$ cat src/rtl/muldiv_sequencer_if.sv
// Handshake bundle between the control unit, the mul/div units and the muldiv sequencer.
// The master side is the control unit plus the arithmetic units; the slave side is the sequencer.
interface muldiv_sequencer_if;
  logic req;
  logic op;
  logic busy;
  logic done;
  logic div_zero_exc;
  logic timeout_err;
  logic start_mult;
  logic stop_mult;
  logic start_div;
  logic stop_div;
  logic div_zero;
  logic hilo_sel;
  logic hi_write;
  logic lo_write;

  modport master (
    output req, op, stop_mult, stop_div, div_zero,
    input  busy, done, div_zero_exc, timeout_err, start_mult, start_div,
           hilo_sel, hi_write, lo_write
  );

  modport slave (
    input  req, op, stop_mult, stop_div, div_zero,
    output busy, done, div_zero_exc, timeout_err, start_mult, start_div,
           hilo_sel, hi_write, lo_write
  );
endinterface

$ cat src/rtl/muldiv_sequencer.sv
// Launches the multiply or divide unit, waits for its stop handshake and writes HI/LO,
// reporting done / divide-by-zero / timeout as one-cycle pulses.
module muldiv_sequencer #(
  parameter int TIMEOUT = 40,
  parameter int CNT_W   = 8
) (
  input  logic                clock,
  input  logic                reset,
  muldiv_sequencer_if.slave   bus
);

  typedef enum logic [2:0] {
    IDLE, LAUNCH, WAIT, WRITE, EXC, ERR
  } state_t;

  state_t           state;
  logic             opQ;
  logic [CNT_W-1:0] cnt;

  logic busyQ, doneQ, excQ, errQ, startMultQ, startDivQ, hiloSelQ, writeQ;

  logic unitStop;
  assign unitStop = opQ ? bus.stop_div : bus.stop_mult;

  // Every output register is loaded on the edge that enters the state it belongs to,
  // so outputs are pure functions of the current state and never of current inputs.
  always_ff @(posedge clock) begin
    if (reset) begin
      state      <= IDLE;
      opQ        <= 1'b0;
      cnt        <= '0;
      busyQ      <= 1'b0;
      doneQ      <= 1'b0;
      excQ       <= 1'b0;
      errQ       <= 1'b0;
      startMultQ <= 1'b0;
      startDivQ  <= 1'b0;
      hiloSelQ   <= 1'b0;
      writeQ     <= 1'b0;
    end else begin
      doneQ      <= 1'b0;
      excQ       <= 1'b0;
      errQ       <= 1'b0;
      startMultQ <= 1'b0;
      startDivQ  <= 1'b0;
      writeQ     <= 1'b0;
      case (state)
        IDLE: begin
          if (bus.req) begin
            state      <= LAUNCH;
            opQ        <= bus.op;
            busyQ      <= 1'b1;
            hiloSelQ   <= bus.op;
            startMultQ <= ~bus.op;
            startDivQ  <= bus.op;
          end
        end
        LAUNCH: begin
          // Stop and div_zero are not looked at here; the unit was only just started.
          cnt   <= '0;
          state <= WAIT;
        end
        WAIT: begin
          if (opQ && bus.div_zero) begin
            state <= EXC;
            excQ  <= 1'b1;
          end else if (unitStop) begin
            state  <= WRITE;
            doneQ  <= 1'b1;
            writeQ <= 1'b1;
          end else if (cnt == CNT_W'(TIMEOUT - 1)) begin
            state <= ERR;
            errQ  <= 1'b1;
          end else begin
            cnt <= cnt + CNT_W'(1);
          end
        end
        WRITE, EXC, ERR: begin
          state    <= IDLE;
          busyQ    <= 1'b0;
          hiloSelQ <= 1'b0;
        end
        default: begin
          state    <= IDLE;
          busyQ    <= 1'b0;
          hiloSelQ <= 1'b0;
        end
      endcase
    end
  end

  assign bus.busy         = busyQ;
  assign bus.done         = doneQ;
  assign bus.div_zero_exc = excQ;
  assign bus.timeout_err  = errQ;
  assign bus.start_mult   = startMultQ;
  assign bus.start_div    = startDivQ;
  assign bus.hilo_sel     = hiloSelQ;
  assign bus.hi_write     = writeQ;
  assign bus.lo_write     = writeQ;

endmodule

$ cat src/flat_wrapper.sv
// flat-port wrapper written by rule: the top's interface ports become plain ports
module muldiv_sequencer_flat 
#(
  parameter int TIMEOUT = 40,
  parameter int CNT_W   = 8
)
  (clock, reset, bus_req, bus_op, bus_stop_mult, bus_stop_div, bus_div_zero, bus_busy, bus_done, bus_div_zero_exc, bus_timeout_err, bus_start_mult, bus_start_div, bus_hilo_sel, bus_hi_write, bus_lo_write);
  muldiv_sequencer_if bus_i ();
  input  logic clock;
  input  logic reset;
  input wire logic [$bits(bus_i.req)-1:0] bus_req;
  input wire logic [$bits(bus_i.op)-1:0] bus_op;
  input wire logic [$bits(bus_i.stop_mult)-1:0] bus_stop_mult;
  input wire logic [$bits(bus_i.stop_div)-1:0] bus_stop_div;
  input wire logic [$bits(bus_i.div_zero)-1:0] bus_div_zero;
  output wire logic [$bits(bus_i.busy)-1:0] bus_busy;
  output wire logic [$bits(bus_i.done)-1:0] bus_done;
  output wire logic [$bits(bus_i.div_zero_exc)-1:0] bus_div_zero_exc;
  output wire logic [$bits(bus_i.timeout_err)-1:0] bus_timeout_err;
  output wire logic [$bits(bus_i.start_mult)-1:0] bus_start_mult;
  output wire logic [$bits(bus_i.start_div)-1:0] bus_start_div;
  output wire logic [$bits(bus_i.hilo_sel)-1:0] bus_hilo_sel;
  output wire logic [$bits(bus_i.hi_write)-1:0] bus_hi_write;
  output wire logic [$bits(bus_i.lo_write)-1:0] bus_lo_write;
  assign bus_i.req = bus_req;
  assign bus_i.op = bus_op;
  assign bus_i.stop_mult = bus_stop_mult;
  assign bus_i.stop_div = bus_stop_div;
  assign bus_i.div_zero = bus_div_zero;
  assign bus_busy = bus_i.busy;
  assign bus_done = bus_i.done;
  assign bus_div_zero_exc = bus_i.div_zero_exc;
  assign bus_timeout_err = bus_i.timeout_err;
  assign bus_start_mult = bus_i.start_mult;
  assign bus_start_div = bus_i.start_div;
  assign bus_hilo_sel = bus_i.hilo_sel;
  assign bus_hi_write = bus_i.hi_write;
  assign bus_lo_write = bus_i.lo_write;
  muldiv_sequencer #(.TIMEOUT(TIMEOUT), .CNT_W(CNT_W)) u_core (.clock(clock), .reset(reset), .bus(bus_i));
endmodule
$ cat config.mk
export PLATFORM = sky130hd
export DESIGN_NAME = muldiv_sequencer_flat
export DESIGN_NICKNAME = d
export VERILOG_FILES = /design/src/rtl/muldiv_sequencer_if.sv /design/src/rtl/muldiv_sequencer.sv /design/src/flat_wrapper.sv
export SDC_FILE = /design/constraint.sdc
export NUM_CORES = 1
export LEC_CHECK = 0
export BUFFER_PORTS_ARGS = -buffer_cell sky130_fd_sc_hd__buf_2
export CORE_MARGIN = 5
export CORE_UTILIZATION = 45
export DETAILED_ROUTE_END_ITERATION = 10
export PLACE_DENSITY = 0.64
export SLEW_MARGIN = 20
export SYNTH_ARGS = -nofsm -noshare
export SYNTH_HDL_FRONTEND = slang
export SYNTH_SLANG_ARGS = --single-unit
$ cat constraint.sdc
create_clock -name clock -period 1.8 [get_ports clock]
set_input_delay 0.18 -clock clock [delete_from_list [all_inputs] [get_ports clock]]
set_output_delay 0.18 -clock clock [all_outputs]
set_load 0.1 [all_outputs]
==> results by group, run 1 <==
STA
  • Final worst path period need: ~1700 ps
  • Slew @ Worst Pin: 644 ps
  • Final TNS setup: 0 ps
  • Final worst setup slack: ~130 ps
  • Final slew viol count: 0
  • Relative slew slack: 0.570
  • Crit share post-route: 0.926
  • Worst clock skew: about 1.8 ps
  • Hold Vio Cnt, Final: 0
  • Unrepaired setup endpoints after global routing: false
  • Final setup vio count: 0
  • Fmax achieved: between 0.6 and 0.7 GHz

Global routing
  • Gr usage total: 0.136
  • Number of global-route vias before repair: slightly below 800
  • M3 GR Usage: 0.0255
  • GR Layer Usage met1: 0.174
  • First-pass GRT wire length: 3530 microns
  • Met2 Use GR: 0.222
  • Initial antenna violation count: 0
  • Global route total overflow: 0
  • Pin count of the biggest net entering global routing: 25
  • GR peak layer: met2

Critical path
  • Setup crit start kind: flip-flop
  • Crit path max-delay family: simple AND/OR/NAND/NOR gates
  • Buf/Inv on CP: 0
  • Delay of the slowest critical-path stage: 390 ps
  • Critical path endpoint category: flip-flop
  • Worst EP required: 2000 ps
  • Worst Path Arrival: 1860 ps
  • Slowest stage cell, crit path: dfxtp_1
  • Crit Path Category: flip-flop to flip-flop
  • Critical path fanouts, max: 6
  • Crit-path cells: ha_1 -> and2_1 -> nand3_1 -> and2_4 -> a2111oi_2

Placed design
  • Worst slack, placed: 171 ps
  • Port bufs: 15
  • Final Wtd Congestion: ~0.88
  • Detailed placement HPWL: 1510 microns

Logic synthesis
  • Syn Nets: roughly 120
  • Syn_area_per_cell: approximately 8.7 sq um
  • Top cells by area, synth: dfxtp_1 40%, nand2_1 3.9%, nor3_1 3.7%
  • Distinct cells, synth: 38
  • Share of the synthesized area in the top cell type: 0.400
  • #FFs+latches synth: 19
  • Cells after Synth: ~110
  • Most used flip-flop cell after synthesis: dfxtp_1
  • Area leader, netlist: dfxtp_1
  • Synth async-reset ratio: 0
  • Mapped Area: around 950 sq um
  • EDFF count, synth: 0
  • Ys Warns: 0
  • Post-synthesis sequential area ratio: 0.400

Status
  • Outcome: finished clean

Cells and area
  • Nets: ~130
  • Fillcell total: ~190
  • Final core occ: 0.535
  • Layout cells sized above 1: 0.236
  • Area grow syn2layout: 11.4%
  • Antenna fix cells: 0

Clock network
  • Root Driver: clkbuf_4
  • Hold buffer count at cts: 0
  • Clock buffer depth: 2
  • CTS buffer count: 3
  • CTS resizes: 0
  • CTS tree: built
  • CTS Sinks: 19
  • Postcts setup bufs: 0
  • CTS H-tree depth: 1
  • Clock Latency Late Sink: between 200 and 300 ps
  • Worst-path clk slew: 100 ps

Die
  • Total core area: ~2000 sq um
  • Die Ht: around 56 microns
  • Ports: 16
  • Total Die Area: between 3000 and 4000 sq um
  • Die X: about 56 microns
  • Initial core utilization: 0.480
  • Row Count: 16

Power and ir drop
  • Clock power frac: 0.226
  • Leak: roughly 0.00040 uW
  • NetSw: around 320 uW
  • Switch share: 0.347
  • PwrDens: about 860 nW/um^2
  • Logic pwr share: 0.267
  • Seq pwr share: 0.507
  • Max VDD drop: just under 500 uV
  • Pint: around 600 uW

Drt
  • Remaining DRCs: 0
  • Starting DRT DRC Count: 32
  • Drt wl/cell: about 14 microns
  • Vias: approximately 850
  • Post-DRT Antenna Nets: 0
  • DRT Pass-1 Iters: 4
  • Wirelength, routed: between 2000 and 2500 microns
  • Vias/cell: 5.69

Min path
  • Worst min-delay path category: input port to flip-flop

Job
  • Max-Cap Viols: 0
worst paths after layout:
check	start	to	slack (ps)	cells past startpoint
setup / recovery	u_core.cnt[0]$_SDFFE_PP0P_	u_core.state[2]$_SDFFE_PP0P_	130	5
hold / removal	bus_op	u_core.bus.start_mult$_SDFF_PP0_	80	2
setup reg to reg	u_core.cnt[0]$_SDFFE_PP0P_	u_core.state[2]$_SDFFE_PP0P_	130	5
hold reg to reg	u_core.opQ$_SDFFE_PP0P_	u_core.opQ$_SDFFE_PP0P_	530	2
cell families after synthesis:
| group | count (synthesis) | share of synthesized area |
|---|---|---|
| AO/OA/AOI/OAI | 25 | 0.197 |
| adder cells (fa/ha/maj) | 1 | 0.0132 |
| buffers and inverters | 10 | 0.0605 |
| flip-flops | 19 | 0.400 |
| multiplexers | 4 | 0.0447 |
| AND/OR/NAND/NOR | 50 | 0.284 |
stage by stage:
stage	std cells	hold WS [ps]	total power [uW]	area [sq um]
after floorplan	109	259	674	951
after global placement	146	392	714	1030
after detailed placement	146	395	717	1030
after CTS	150	71.8	925	1060
after global routing	150	63.5	972	1060
final	150	80.6	916	1060
power by group through the flow:
stage / combinational, uW / sequential (uW) / clock [uW]
finish: 244 / 464 / 207
CTS: 244 / 464 / 216
floorplan: 140 / 534 / 0
detailed placement: 242 / 474 / 0
global route: 263 / 470 / 239
global placement: 241 / 473 / 0
placed cells by master (no fill, tap or decap), types with 3 or more instances in the layout:
cell type / Yosys / routed
nand3_1: 6 / 6
a21oi_1: 5 / 5
buf_4: 3 / 3
nand2_1: 10 / 10
nand2b_1: 3 / 3
buf_2: 0 / 15
clkbuf_4: 0 / 3
nor2b_1: 4 / 4
o21ai_0: 4 / 4
dfxtp_1: 19 / 19
nor2_1: 7 / 7
nor3b_1: 3 / 3
nor3_1: 7 / 7
flip-flops by register name, summed over array words and instances (netlist names):
| name | count |
|---|---|
| u_core.bus.div_zero_exc | 1 |
| u_core.state | 3 |
| u_core.opQ | 1 |
| u_core.bus.timeout_err | 1 |
| u_core.bus.hi_write | 1 |
| u_core.bus.start_div | 1 |
| u_core.bus.start_mult | 1 |
| u_core.bus.busy | 1 |
| u_core.cnt | 8 |
| u_core.bus.hilo_sel | 1 |
layer usage:
layer	routed length (microns)	share of wire	up-vias
met1	831	0.41	393
met4	17	0.0084	0
met5	0	0	-
met3	141	0.069	5
met2	1040	0.51	24
li1	-	-	432
final cells by class:
cell class / instances / area (sq um) / area share
Multi-Input combinational cell: 80 / 513 / 0.484
Clock inverter: 1 / 5.00 / 0.00472
Inverter: 2 / 7.51 / 0.00708
Timing Repair Buffer: 18 / 97.6 / 0.0921
Clock buffer: 3 / 22.5 / 0.0213
Tap cell: 27 / 33.8 / 0.0319
Sequential cell: 19 / 380 / 0.359
synthesized netlist by cell type (3+ instances only):
library cell and n:
a21oi_1 5, buf_4 3, clkbuf_1 3, dfxtp_1 19
nand2_1 10, nand2b_1 3, nand3_1 6, nor2_1 7
nor2b_1 4, nor3_1 7, nor3b_1 3, o21ai_0 4
(Power assumes the default switching activity.)
==> inputs of run 2 (changes only) <==
HOLD_SLACK_MARGIN = 0.15   (was unset)
==> run 2 against run 1 <==
  * Fmax about the same
  * Clock power about the same
  * Clock-buffer cell count unchanged
  * Register-to-register slack about the same
  * Critical path depth unchanged
  * First-iteration DRC count unchanged
  * Critical path type unchanged
==> results by group, run 2 (synthesis results as in run 1) <==
Die
  • Die Ht: 56.0 microns (unchanged)
  • Row Count: 16 (unchanged)
  • Initial core utilization: 0.480 (unchanged)
  • Total Die Area: 3130 sq um (unchanged)
  • Total core area: 1980 sq um (unchanged)
  • Ports: 16 (unchanged)
  • Die X: 56.0 microns (unchanged)

Cells and area
  • Most frequent cells in the layout: 19 x dfxtp_1, 15 x buf_2, 10 x nand2_1 (unchanged)
  • Area grow syn2layout: 12.5% (was 11.4%)
  • Nets: 133 (was 132)
  • Top reg by flops: u_core.cnt (unchanged)
  • Layout Cells excl Fill: 151 (was 150)
  • Number of flip-flops under the largest register name: 8 (unchanged)
  • Sequential cell area: 380 sq um (unchanged)
  • Commonest non-fill, non-tap cell in the layout: dfxtp_1 (unchanged)
  • Layout cells sized above 1: 0.234 (was 0.236)
  • Area of the multi-input gates: 513 sq um (unchanged)
  • Antenna fix cells: 0 (unchanged)
  • Fillcell total: 185 (was 186)
  • Final Cell Area: 1070 sq um (was 1060 sq um)
  • Largest registers: u_core.cnt: 8 flops, u_core.state: 3 flops (unchanged)

Drt
  • Starting DRT DRC Count: 32 (unchanged)
  • Vias/cell: 5.67 (was 5.69)
  • Wirelength, routed: 2040 microns (was 2030 microns)
  • Drt wl/cell: 13.5 microns (about the same)
  • Remaining DRCs: 0 (unchanged)
  • DRT Pass-1 Iters: 4 (unchanged)
  • Vias: 856 (was 854)
  • Post-DRT Antenna Nets: 0 (unchanged)

Placed design
  • Final Wtd Congestion: 0.877 (unchanged)
  • Port bufs: 15 (unchanged)
  • DP Area: 1030 sq um (unchanged)
  • DP Cell Count: 146 (unchanged)
  • Detailed placement HPWL: 1510 microns (unchanged)

Clock network
  • CTS tree: built (unchanged)
  • Clock Latency Late Sink: 290 ps (about the same)
  • Clock buffer depth: 2 (unchanged)
  • Worst-path clk slew: 100 ps (about the same)
  • CTS H-tree depth: 1 (unchanged)
  • Root Driver: clkbuf_4 (unchanged)
  • CTS buffer count: 3 (unchanged)
  • CTS Sinks: 19 (unchanged)

STA
  • Hold Vio Cnt, Final: 0 (unchanged)
  • Final slew viol count: 0 (unchanged)
  • Final setup vio count: 0 (unchanged)
  • Relative slew slack: 0.570 (about the same)
  • Final worst path period need: 1670 ps (about the same)
  • Fmax achieved: 0.600 GHz (about the same)
  • Hold WS: 248 ps (was 80.6 ps)
  • Final TNS setup: 0 ps (unchanged)
  • Crit share post-route: 0.926 (about the same)
  • Unrepaired setup endpoints after global routing: false (unchanged)
  • Worst clock skew: 1.81 ps (unchanged)
  • Slew @ Worst Pin: 644 ps (about the same)

Job
  • Max-Cap Viols: 0 (unchanged)

Critical path
  • Worst EP required: 2000 ps (about the same)
  • Crit path max-delay family: simple AND/OR/NAND/NOR gates (unchanged)
  • Buf/Inv on CP: 0 (unchanged)
  • Worst Path Arrival: 1860 ps (about the same)
  • Critical path endpoint category: flip-flop (unchanged)
  • Delay of the slowest critical-path stage: 390 ps (about the same)
  • Slowest stage cell, crit path: dfxtp_1 (unchanged)
  • Crit Path Category: flip-flop to flip-flop (unchanged)
  • Setup crit start kind: flip-flop (unchanged)
  • Critical path fanouts, max: 6 (unchanged)
  • Crit-path cells: ha_1 -> and2_1 -> nand3_1 -> and2_4 -> a2111oi_2 (unchanged)

Global routing
  • First-pass GRT wire length: 3540 microns (was 3530 microns)
  • Met2 Use GR: 0.222 (unchanged)
  • Pin count of the biggest net entering global routing: 25 (unchanged)
  • GR Layer Usage met1: 0.175 (was 0.174)
  • Global route total overflow: 0 (unchanged)
  • Initial antenna violation count: 0 (unchanged)
  • GR peak layer: met2 (unchanged)
  • M3 GR Usage: 0.0255 (unchanged)
  • Gr usage total: 0.137 (was 0.136)
  • Number of global-route vias before repair: 792 (was 789)

Min path
  • Worst min-delay path category: input port to flip-flop (unchanged)

Power and ir drop
  • Leak: 0.000404 uW (was 0.000400 uW)
  • Final Power: 917 uW (was 916 uW)
  • Max VDD drop: 494 uV (about the same)
  • PwrDens: 857 nW/um^2 (was 864 nW/um^2)

Status
  • Outcome: finished clean (unchanged)
-- run 2: cell types whose count changed in the layout (fill, tap and decap cells not counted) --
cell	previous run	this run
dlygate4sd3_1	0	1
-- run 2: report_power, final --
group | internal (uW) | switching (uW)
Combinational | 75.3 | 171
Sequential | 441 | 23.2
Clock | 82.6 | 125
Total | 599 | 318
-- run 2: final cells by class --
| type | instances | area share |
|---|---|---|
| Clock buffer | 3 | 0.0211 |
| Sequential cell | 19 | 0.356 |
| Timing Repair Buffer | 19 | 0.101 |
| Clock inverter | 1 | 0.00468 |
| Multi-Input combinational cell | 80 | 0.480 |
| Tap cell | 27 | 0.0316 |
| Inverter | 2 | 0.00702 |
-- run 2: routing by layer --
metal	part of all wire	wire length, microns
met4	0.0083	17
met1	0.41	839
met3	0.068	139
met2	0.51	1040
met5	0	0
-- run 2: tightest hold or removal path: stages --
cell,delay [ps]
buf_2,80
mux2_2,170
a2111oi_2,60
-- run 2: final timing paths --
kind / startpoint / endpoint / slack, ps / cells past startpoint
worst min-delay path: bus_stop_div / u_core.state[2]$_SDFFE_PP0P_ / 250 / 3
worst min register to register: u_core.opQ$_SDFFE_PP0P_ / u_core.opQ$_SDFFE_PP0P_ / 530 / 2
worst max register to register: u_core.cnt[0]$_SDFFE_PP0P_ / u_core.state[2]$_SDFFE_PP0P_ / 130 / 5
worst max-delay path: u_core.cnt[0]$_SDFFE_PP0P_ / u_core.state[2]$_SDFFE_PP0P_ / 130 / 5
-- run 2: through the flow --
step,setup WS (ps),utilization
2_1_floorplan,246,-
3_3_place_gp,175,0.521
3_5_place_dp,171,0.521
4_1_cts,136,0.540
5_1_grt,9.21,0.540
6_report,133,0.540
-- run 2: repair_timing --
item | CTS | global route
gates resized for setup | 0 | 0
buffers inserted | 0 | 0
hold endpoints to repair | 1 | 0
hold buffers | 1 | 0
==> inputs of run 3 (changes only) <==
CORE_UTILIZATION = 53   (was 45)
PLACE_DENSITY = 0.74   (was 0.64)
==> run 3 against run 2 <==
  * Sequential power hardly changed
  * Core utilization is 9.7 points higher
  * Die area is 13% lower
  * Highest routed layer unchanged
  * Clock-buffer cell count stayed put
  * Critical endpoint unchanged
==> results by group, run 3 (synthesis results as in run 1) <==
Clock network
  • CTS Sinks: 19 (unchanged)
  • Root Driver: clkbuf_4 (unchanged)
  • CTS buffer count: 3 (unchanged)
  • CTS H-tree depth: 1 (unchanged)
  • CTS tree: built (unchanged)
  • Clock buffer depth: 2 (unchanged)
  • Worst-path clk slew: 110 ps (was 100 ps)
  • Clock Latency Late Sink: 300 ps (was 290 ps)

Drt
  • Remaining DRCs: 0 (unchanged)
  • DRT Pass-1 Iters: 4 (unchanged)
  • Drt wl/cell: 13.4 microns (was 13.5 microns)
  • Vias: 859 (was 856)
  • Vias/cell: 5.69 (was 5.67)
  • Starting DRT DRC Count: 16 (was 32)
  • Wirelength, routed: 2020 microns (was 2040 microns)
  • Post-DRT Antenna Nets: 0 (unchanged)

Critical path
  • Reg2Reg Launch Point: u_core.cnt[0]$_SDFFE_PP0P_ (unchanged)
  • Reg-to-Reg End: u_core.state[2]$_SDFFE_PP0P_ (unchanged)
  • Critical path endpoint category: flip-flop (unchanged)
  • Worst Path Arrival: 1800 ps (was 1860 ps)
  • R2R depth: 5 (unchanged)
  • Worst EP required: 2010 ps (was 2000 ps)
  • Crit Path Category: flip-flop to flip-flop (unchanged)
  • Setup crit start kind: flip-flop (unchanged)
  • Flop-to-flop setup slack: 210 ps (was 130 ps)
  • Critical path fanouts, max: 6 (unchanged)

Die
  • Total Die Area: 2740 sq um (was 3130 sq um)
  • Die Ht: 52.4 microns (was 56.0 microns)
  • Die X: 52.4 microns (was 56.0 microns)
  • Ports: 16 (unchanged)
  • Row Count: 15 (was 16)
  • Total core area: 1710 sq um (was 1980 sq um)
  • Initial core utilization: 0.557 (was 0.480)

Global routing
  • Global route total overflow: 0 (unchanged)
  • Gr usage total: 0.164 (was 0.137)
  • Pin count of the biggest net entering global routing: 25 (unchanged)
  • First-pass GRT wire length: 3330 microns (was 3540 microns)
  • Number of global-route vias before repair: 786 (was 792)
  • Initial antenna violation count: 0 (unchanged)

Min path
  • WHS Path Cells: 3 (unchanged)
  • HP Start: bus_stop_div (unchanged)
  • Hold EP: u_core.state[2]$_SDFFE_PP0P_ (unchanged)
  • Worst min-delay path category: input port to flip-flop (unchanged)

STA
  • Slew @ Worst Pin: 487 ps (was 644 ps)
  • Relative slew slack: 0.678 (was 0.570)
  • Crit share post-route: 0.883 (was 0.926)
  • Final worst path period need: 1590 ps (was 1670 ps)
  • Fmax achieved: 0.629 GHz (was 0.600 GHz)
  • Unrepaired setup endpoints after global routing: false (unchanged)
  • Final slew viol count: 0 (unchanged)
  • Hold Vio Cnt, Final: 0 (unchanged)
  • Worst clock skew: 1.79 ps (was 1.81 ps)
  • Final TNS setup: 0 ps (unchanged)
  • Final setup vio count: 0 (unchanged)

Cells and area
  • Layout cells sized above 1: 0.254 (was 0.234)
  • Most frequent cells in the layout: 19 x dfxtp_1, 15 x buf_2, 10 x nand2_1 (unchanged)
  • Antenna fix cells: 0 (unchanged)
  • Number of flip-flops under the largest register name: 8 (unchanged)
  • Area grow syn2layout: 14.3% (was 12.5%)
  • Largest registers: u_core.cnt: 8 flops, u_core.state: 3 flops (unchanged)
  • Top reg by flops: u_core.cnt (unchanged)
  • Nets: 135 (was 133)
  • Final core occ: 0.637 (was 0.540)
  • Commonest non-fill, non-tap cell in the layout: dfxtp_1 (unchanged)
  • Layout Cells excl Fill: 151 (unchanged)

Power and ir drop
  • PwrDens: 858 nW/um^2 (was 857 nW/um^2)
  • Clock power frac: 0.231 (was 0.226)
  • Max VDD drop: 419 uV (was 494 uV)
  • Pint: 607 uW (was 599 uW)
  • Leak: 0.000415 uW (was 0.000404 uW)
  • Final Power: 933 uW (was 917 uW)
  • Switch share: 0.350 (was 0.347)
  • Seq pwr share: 0.495 (was 0.506)
  • Logic pwr share: 0.274 (was 0.268)
  • NetSw: 327 uW (was 318 uW)

Placed design
  • DP Cell Count: 146 (unchanged)
  • Final Wtd Congestion: 0.863 (was 0.877)
  • Detailed placement HPWL: 1460 microns (was 1510 microns)
  • Port bufs: 15 (unchanged)

Job
  • Max-Cap Viols: 0 (unchanged)

Status
  • Outcome: finished clean (unchanged)
-- run 3: cell types whose count changed in the layout (fill, tap and decap cells not counted) --
cell	before	now
buf_4	3	5
nand3_1	6	5
nand3_2	0	1
-- run 3: critical path, stage by stage, from the launching register on --
cell and delay (ps):
dfxtp_1 400, ha_1 230, and2_1 190, nand3_2 150, and2_4 230, a2111oi_2 310
-- run 3: cell type report --
type | count | area, sq um
clock buffers | 3 | 22.5
clock inverters | 1 | 5.00
fillers | 156 | 621
inverters | 2 | 7.51
multi-input cells | 80 | 518
flip-flops and latches | 19 | 380
well taps | 25 | 31.3
repair buffers | 21 | 123
-- run 3: layer usage --
metal | up-vias | GRT usage | wire length [microns]
met5 | - | 0 | 0
met2 | 20 | 0.256 | 963
met3 | 7 | 0.0370 | 88
li1 | 432 | - | -
met4 | 0 | 0.102 | 48
met1 | 400 | 0.200 | 920
-- run 3: how the worst max path moves through the flow --
stage | from | endpoint | cells after the start
6_report | u_core.cnt[0]$_SDFFE_PP0P_ | u_core.state[2]$_SDFFE_PP0P_ | 5
3_5_place_dp | u_core.cnt[0]$_SDFFE_PP0P_ | u_core.state[2]$_SDFFE_PP0P_ | 5
5_1_grt | u_core.cnt[0]$_SDFFE_PP0P_ | u_core.state[2]$_SDFFE_PP0P_ | 5
2_1_floorplan | u_core.bus.hi_write$_SDFF_PP0_ | bus_hi_write | 1
3_3_place_gp | u_core.cnt[0]$_SDFFE_PP0P_ | u_core.state[2]$_SDFFE_PP0P_ | 5
4_1_cts | u_core.cnt[0]$_SDFFE_PP0P_ | u_core.state[2]$_SDFFE_PP0P_ | 5
-- run 3: timing repair --
item / 4_1_cts / 5_1_grt
setup buffers: 0 / 0
gates resized for setup: 0 / 1
hold buffers: 1 / 0
endpoints found under the hold margin: 2 / 0
endpoints found under the setup margin: 0 / 1
-- run 3: stage by stage --
step	setup slack (ps)	hold slack, ps	cell area, sq um
floorplan	246	259	951
finish	210	231	1090
detailed placement	211	393	1040
global placement	299	388	1040
CTS	170	229	1080
global route	25.7	231	1090
-- run 3: power groups by stage --
stage / Sequential (uW) / Combinational (uW) / Clock [uW]
4_1_cts: 462 / 255 / 222
5_1_grt: 466 / 274 / 245
3_3_place_gp: 470 / 252 / 0
6_report: 462 / 256 / 216
2_1_floorplan: 534 / 140 / 0
3_5_place_dp: 472 / 253 / 0
